$ cat src/rtl/uart_arb_pkg.sv
// Shared types and constants for the UART transmit arbiter.
// ST_TAG exists only when UART_ARB_TAG_EN is defined.
package uart_arb_pkg;

    localparam int         NREQ_DEF   = 4;
    localparam int         DATA_W_DEF = 8;
    localparam logic [7:0] TAG_PREFIX = 8'hA0;

    typedef enum logic [2:0] {
        ST_IDLE      = 3'd0,
`ifdef UART_ARB_TAG_EN
        ST_TAG       = 3'd1,
`endif
        ST_START     = 3'd2,
        ST_WAIT_ACK  = 3'd3,
        ST_WAIT_DONE = 3'd4
    } arb_state_e;

    function automatic logic [7:0] tag_byte(input logic [7:0] id);
        return TAG_PREFIX | id;
    endfunction

endpackage

$ cat src/rtl/uart_tx_arbiter_rr_pick.sv
// Round-robin requester pick, starting one slot after the previous winner.
// Purely combinational, zero latency; no backpressure of its own.
// any_req_o is low when no requester is valid, in which case sel_o is 0.
module rr_pick
    import uart_arb_pkg::*;
#(
    parameter int NREQ = NREQ_DEF
) (
    input  logic [NREQ-1:0]         req_i,
    input  logic [$clog2(NREQ)-1:0] last_grant_i,
    output logic [$clog2(NREQ)-1:0] sel_o,
    output logic                    any_req_o
);

    localparam int IW = $clog2(NREQ);

    logic [IW-1:0] idx;

    always_comb begin
        sel_o     = '0;
        any_req_o = 1'b0;
        idx       = '0;
        // The previous winner is visited last, so it only wins again when alone.
        for (int k = 1; k <= NREQ; k++) begin
            idx = IW'((int'(last_grant_i) + k) % NREQ);
            if (!any_req_o && req_i[idx]) begin
                sel_o     = idx;
                any_req_o = 1'b1;
            end
        end
    end

endmodule

$ cat src/rtl/uart_tx_arbiter.sv
// Shares one UART transmitter between NREQ byte requesters (round robin); UART_ARB_TAG_EN prefixes each byte with 0xA0|id.
// Latency: req_ready in the grant cycle, tx_start exactly one cycle later.
// Backpressure: no grant while tx_busy is high or a transfer is in flight.
module uart_tx_arbiter
    import uart_arb_pkg::*;
#(
    parameter int NREQ   = NREQ_DEF,
    parameter int DATA_W = DATA_W_DEF
) (
    input  logic                     clk,
    input  logic                     rst_n,
    input  logic [NREQ-1:0]          req_valid,
    input  logic [NREQ*DATA_W-1:0]   req_data,
    output logic [NREQ-1:0]          req_ready,
    output logic                     tx_start,
    output logic [DATA_W-1:0]        tx_data,
    input  logic                     tx_busy,
    output logic [$clog2(NREQ)-1:0]  grant_id,
    output logic                     arb_busy
);

    localparam int IW = $clog2(NREQ);

    arb_state_e        state_q, state_d;
    logic [IW-1:0]     grant_q, grant_d;
    logic [IW-1:0]     last_q, last_d;
    logic [IW-1:0]     sel;
    logic              any_req;
    logic              grant_en;
    logic              armed_q;
    logic [DATA_W-1:0] txd_q, txd_d;
    logic [DATA_W-1:0] sel_byte;
`ifdef UART_ARB_TAG_EN
    logic [DATA_W-1:0] hold_q, hold_d;
    logic              tag_phase_q, tag_phase_d;
`endif

    rr_pick #(
        .NREQ (NREQ)
    ) u_rr_pick (
        .req_i        (req_valid),
        .last_grant_i (last_q),
        .sel_o        (sel),
        .any_req_o    (any_req)
    );

    assign sel_byte = req_data[sel*DATA_W +: DATA_W];

    // req_ready is decoded from IDLE, so armed_q keeps it low during and right after reset.
    assign grant_en = (state_q == ST_IDLE) && armed_q && any_req && !tx_busy;

    assign tx_data  = txd_q;
    assign grant_id = grant_q;
    assign arb_busy = (state_q != ST_IDLE);

    always_comb begin
        state_d     = state_q;
        grant_d     = grant_q;
        last_d      = last_q;
        txd_d       = txd_q;
        req_ready   = '0;
        tx_start    = 1'b0;
`ifdef UART_ARB_TAG_EN
        hold_d      = hold_q;
        tag_phase_d = tag_phase_q;
`endif
        case (state_q)
            ST_IDLE: begin
                if (grant_en) begin
                    req_ready[sel] = 1'b1;
                    grant_d        = sel;
                    last_d         = sel;
`ifdef UART_ARB_TAG_EN
                    hold_d         = sel_byte;
                    txd_d          = DATA_W'(tag_byte(8'(sel)));
                    state_d        = ST_TAG;
`else
                    txd_d          = sel_byte;
                    state_d        = ST_START;
`endif
                end
            end
`ifdef UART_ARB_TAG_EN
            ST_TAG: begin
                tx_start    = 1'b1;
                tag_phase_d = 1'b1;
                state_d     = ST_WAIT_ACK;
            end
`endif
            ST_START: begin
                tx_start = 1'b1;
                state_d  = ST_WAIT_ACK;
            end
            ST_WAIT_ACK: begin
                if (tx_busy) begin
                    state_d = ST_WAIT_DONE;
                end
            end
            ST_WAIT_DONE: begin
                if (!tx_busy) begin
`ifdef UART_ARB_TAG_EN
                    // Tag frame finished: present the held data byte and send it.
                    if (tag_phase_q) begin
                        tag_phase_d = 1'b0;
                        txd_d       = hold_q;
                        state_d     = ST_START;
                    end else begin
                        state_d     = ST_IDLE;
                    end
`else
                    state_d = ST_IDLE;
`endif
                end
            end
            default: begin
                state_d = ST_IDLE;
            end
        endcase
    end

    always_ff @(posedge clk or negedge rst_n) begin
        if (!rst_n) begin
            state_q     <= ST_IDLE;
            grant_q     <= '0;
            last_q      <= IW'(NREQ - 1);
            txd_q       <= '0;
            armed_q     <= 1'b0;
`ifdef UART_ARB_TAG_EN
            hold_q      <= '0;
            tag_phase_q <= 1'b0;
`endif
        end else begin
            state_q     <= state_d;
            grant_q     <= grant_d;
            last_q      <= last_d;
            txd_q       <= txd_d;
            armed_q     <= 1'b1;
`ifdef UART_ARB_TAG_EN
            hold_q      <= hold_d;
            tag_phase_q <= tag_phase_d;
`endif
        end
    end

endmodule

$ cat config.mk
export PLATFORM = sky130hd
export DESIGN_NAME = uart_tx_arbiter
export DESIGN_NICKNAME = d
export VERILOG_FILES = /design/src/rtl/uart_arb_pkg.sv /design/src/rtl/uart_tx_arbiter_rr_pick.sv /design/src/rtl/uart_tx_arbiter.sv
export SDC_FILE = /design/constraint.sdc
export NUM_CORES = 1
export LEC_CHECK = 0
export ABC_AREA = 1
export CAP_MARGIN = 20
export CORE_UTILIZATION = 35
export CTS_BUF_LIST = sky130_fd_sc_hd__clkbuf_2
export CTS_CLUSTER_SIZE = 16
export DETAILED_ROUTE_END_ITERATION = 6
export GPL_TIMING_DRIVEN = 1
export PLACE_DENSITY = 0.75
export SYNTH_ARGS = -nofsm -noshare
export SYNTH_HDL_FRONTEND = slang
export SYNTH_SLANG_ARGS = --single-unit
$ cat constraint.sdc
create_clock -name clk -period 1.9 [get_ports clk]
set_input_delay 0.285 -clock clk [delete_from_list [all_inputs] [get_ports clk]]
set_output_delay 0.285 -clock clk [all_outputs]
set_load 0.005 [all_outputs]
==> flow_summary.json <==
{
  "pwr-share-clk_pct": 3.4,
  "drive_above_1_share_pct": 36.9,
  "wl_per_cell_um": 11.4,
  "crit_path_max_fanout": 5,
  "numCtsBuffers": 3,
  "worst_r2r_path_depth": 19,
  "crit_required_ns": 1.62,
  "path_class": "reg2out",
  "drtIter0Drc": 35,
  "ant_nets": 0,
  "drc": 0,
  "rsz0062_at_grt": "true",
  "crit_arrival_ns": 2.15,
  "via_count": 1663,
  "grt_max_degree": 18,
  "fin_ws_ns": -0.535,
  "start_util_pct": 36.5,
  "synthCells": 212,
  "h-tree-depth": 1,
  "grt_overflow": 0,
  "report.final.slew_viol_count": 0,
  "first_global_vias": 1668,
  "status": "finished, violations left",
  "synthTopCellsByCount": "81 x nand2_1, 34 x inv_1, 17 x nand3_1, 14 x dfrtp_1",
  "antennaDiodeCount": 0,
  "clkTransAtPathRegs_ns": 0.17,
  "p_seq_share_pct": 12.7,
  "fin_crit_ns": 2.44,
  "synth_top_area_share_pct": 26.0,
  "clock_skew_ns": 0.0230,
  "ctsRootBufferMaster": "clkbuf_2",
  "worstPathCellList": "buf_6, nand2_1, nand2_2, nand2_4, nand2_4, nor2_8, buf_6, nand2_2, nand2_2, buf_4, nand2_2, nand2_4, nor2_4, buf_2",
  "fin_cells": 357,
  "netlist_area_um2": 1350,
  "grtUsageTotal_pct": 19.9,
  "slowest_delay_ns": 0.57,
  "post-place-ws_ns": -0.713,
  "whs_ns": 0.282,
  "r2r-end": "tx_data[1]$_DFFE_PN0P_",
  "power.density_nw_per_um2": 1930,
  "swShare_pct": 48.2,
  "max_clock_freq_mhz": 411,
  "dr.pass1.iters": 4,
  "avgSynthCellArea_um2": 6.35,
  "internal_power_w": 0.00248,
  "core_area_um2": 3690,
  "cts_tree": "yes",
  "regToRegSetupSlack_ns": -0.36,
  "violations": "setup timing",
  "path_delay_family": "simple AND/OR/NAND/NOR gates",
  "min_path_type": "in2async",
  "worst_path_max_delay_cell": "dfstp_2",
  "vdd_drop_max_uv": 837,
  "hold_viol": 0,
  "die_w_um": 64.0,
  "p_total_w": 0.00479,
  "nNetsFinal": 349,
  "die_h_um": 64.0,
  "rows": 22,
  "synthArstFlopShare_pct": 100,
  "clock_latency_ns": 0.29,
  "antenna_found_initial": 0,
  "ys_ff_latch": 16,
  "ios": 55,
  "drt-vias-per-instance": 4.66,
  "pwr-share-comb_pct": 83.9,
  "area_growth_pct": 83.8,
  "synth-edff-count": 0,
  "critPathMostFrequentCell": "nand2_2",
  "yosysWarningCount": 0,
  "ys_top_cells_by_area": "dfrtp_1 26%, nand2_1 23%, inv_1 9.5%",
  "wirelength_um": 4070,
  "total_leakage_power_nw": 1.29,
  "synth_nets": 251,
  "cts_sinks": 16,
  "port_buffers": 54,
  "path_buf_inv": 4,
  "place.gp.congestion": 0.777,
  "grt_first_pass_wirelength_um": 6540,
  "path_depth": 14,
  "clock_path_buffers": 2,
  "synth_most_common_cell": "nand2_1",
  "period_share_pct": 128,
  "place_hpwl_um": 2760,
  "r2r_start": "last_q[0]$_DFFE_PN1P_",
  "setup_viol": 18,
  "synth-main-ff-cell": "dfrtp_1",
  "end_kind": "output pin",
  "yosysTopAreaCell": "dfrtp_1",
  "crit_path_start_kind": "flip-flop",
  "dp_cells": 339,
  "yosysUniqueCellTypes": 27,
  "switching_power_w": 0.00231,
  "maxCapViolations": 0,
  "die_area_um2": 4100,
  "synth-seq-area-share_pct": 29.9
}
==> power groups by stage <==
stage	logic (W)	clock network (W)	registers [W]
2_1_floorplan	0.00189	0	0.000607
3_3_place_gp	0.00291	0	0.000624
3_5_place_dp	0.00297	0	0.000626
4_1_cts	0.00347	0.000161	0.000599
5_1_grt	0.00438	0.000180	0.000625
6_report	0.00402	0.000164	0.000607
==> final cells by class <==
class | count | area, um2
Clock buffer | 4 | 20.0
Fill cell | 307 | 1210
Inverter | 39 | 155
Multi-Input combinational cell | 153 | 938
Sequential cell | 16 | 403
Tap cell | 48 | 60.1
Timing Repair Buffer | 97 | 898
==> state kept, by name (all words and copies together), names as in the netlist <==
name,cells
last_q,2
state_q,3
armed_q,1
grant_id,2
tx_data,8
==> through the flow <==
step / TNS, ns / utilization, % / instance area [um2]
finish: -5.23 / 67.1 / 2470
global route: -7.19 / 67.1 / 2470
CTS: -4.09 / 62.5 / 2300
detailed placement: -5.38 / 57.9 / 2130
global placement: -5.05 / 57.9 / 2130
floorplan: -0.256 / - / 1350
==> worst reg2reg max path: stages, from the launching register on <==
cell	delay [ns]
dfstp_2	0.57
buf_6	0.14
inv_8	0.06
nand2_2	0.06
nand2_2	0.07
nand2_2	0.10
nand2_4	0.08
nor2_8	0.11
buf_6	0.12
nand2_2	0.05
nand2_2	0.09
buf_4	0.11
nand2_2	0.06
nand2_4	0.10
buf_4	0.12
buf_6	0.12
nand3_2	0.08
nand2_2	0.06
nand2_1	0.05
nand2_1	0.07
==> placed cells by master (no fill, tap or decap) <==
cell type,synthesis,final
nand2_1,81,62
clkdlybuf4s50_1,0,48
buf_4,1,33
inv_1,34,32
nand2_2,10,23
dfrtp_1,14,14
nand3_1,17,12
o21ai_1,10,9
nand2_4,2,8
nand4_1,8,8
buf_6,2,8
nor2_4,0,5
inv_2,3,5
nand3_2,2,5
nand3_4,2,4
clkbuf_2,0,4
buf_2,0,4
nor2_1,9,3
nor2_2,1,2
o21ai_2,0,2
o21ai_0,4,2
dfstp_2,2,2
dlymetal6s2s_1,0,2
inv_8,0,1
a31oi_1,1,1
nor2_8,1,1
a21oi_4,0,1
clkinv_2,1,1
or2_4,0,1
a21oi_1,1,1
o21ai_4,0,1
o22ai_2,0,1
conb_1,1,1
buf_8,1,1
buf_12,0,1
==> logic make-up after synthesis <==
family / after synthesis / share of synthesized area (%)
flops: 16 / 29.9
simple gates: 134 / 48.0
compound gates: 18 / 7.16
other cells: 1 / 0.279
buf+inv: 43 / 14.7
==> layer usage <==
metal	wire [um]	global-route usage (%)	part of all wire, %	vias up
li1	-	-	-	852
met1	1680	21.4	41	762
met2	2180	38.0	54	45
met3	186	3.75	4.6	4
met4	23	6.82	0.57	0
met5	0	0	0	-
==> repair_timing <==
action / in CTS / in global routing
resized for setup: 49 / 33
buffers inserted: 9 / 6
hold buffers: 0 / 0
pin swaps: 15 / 20
endpoints found under the setup margin: 15 / 20
==> how the worst max path moves through the flow <==
stage	to	startpoint	slack, ns
after floorplan	req_ready[1]	last_q[0]$_DFFE_PN1P_	-0.07
after global placement	req_ready[1]	req_valid[3]	-0.69
after detailed placement	req_ready[1]	req_valid[0]	-0.71
after CTS	req_ready[3]	last_q[0]$_DFFE_PN1P_	-0.53
after global routing	req_ready[1]	last_q[0]$_DFFE_PN1P_	-0.66
final	req_ready[0]	last_q[0]$_DFFE_PN1P_	-0.54
Power figures use the tool's default switching activity.
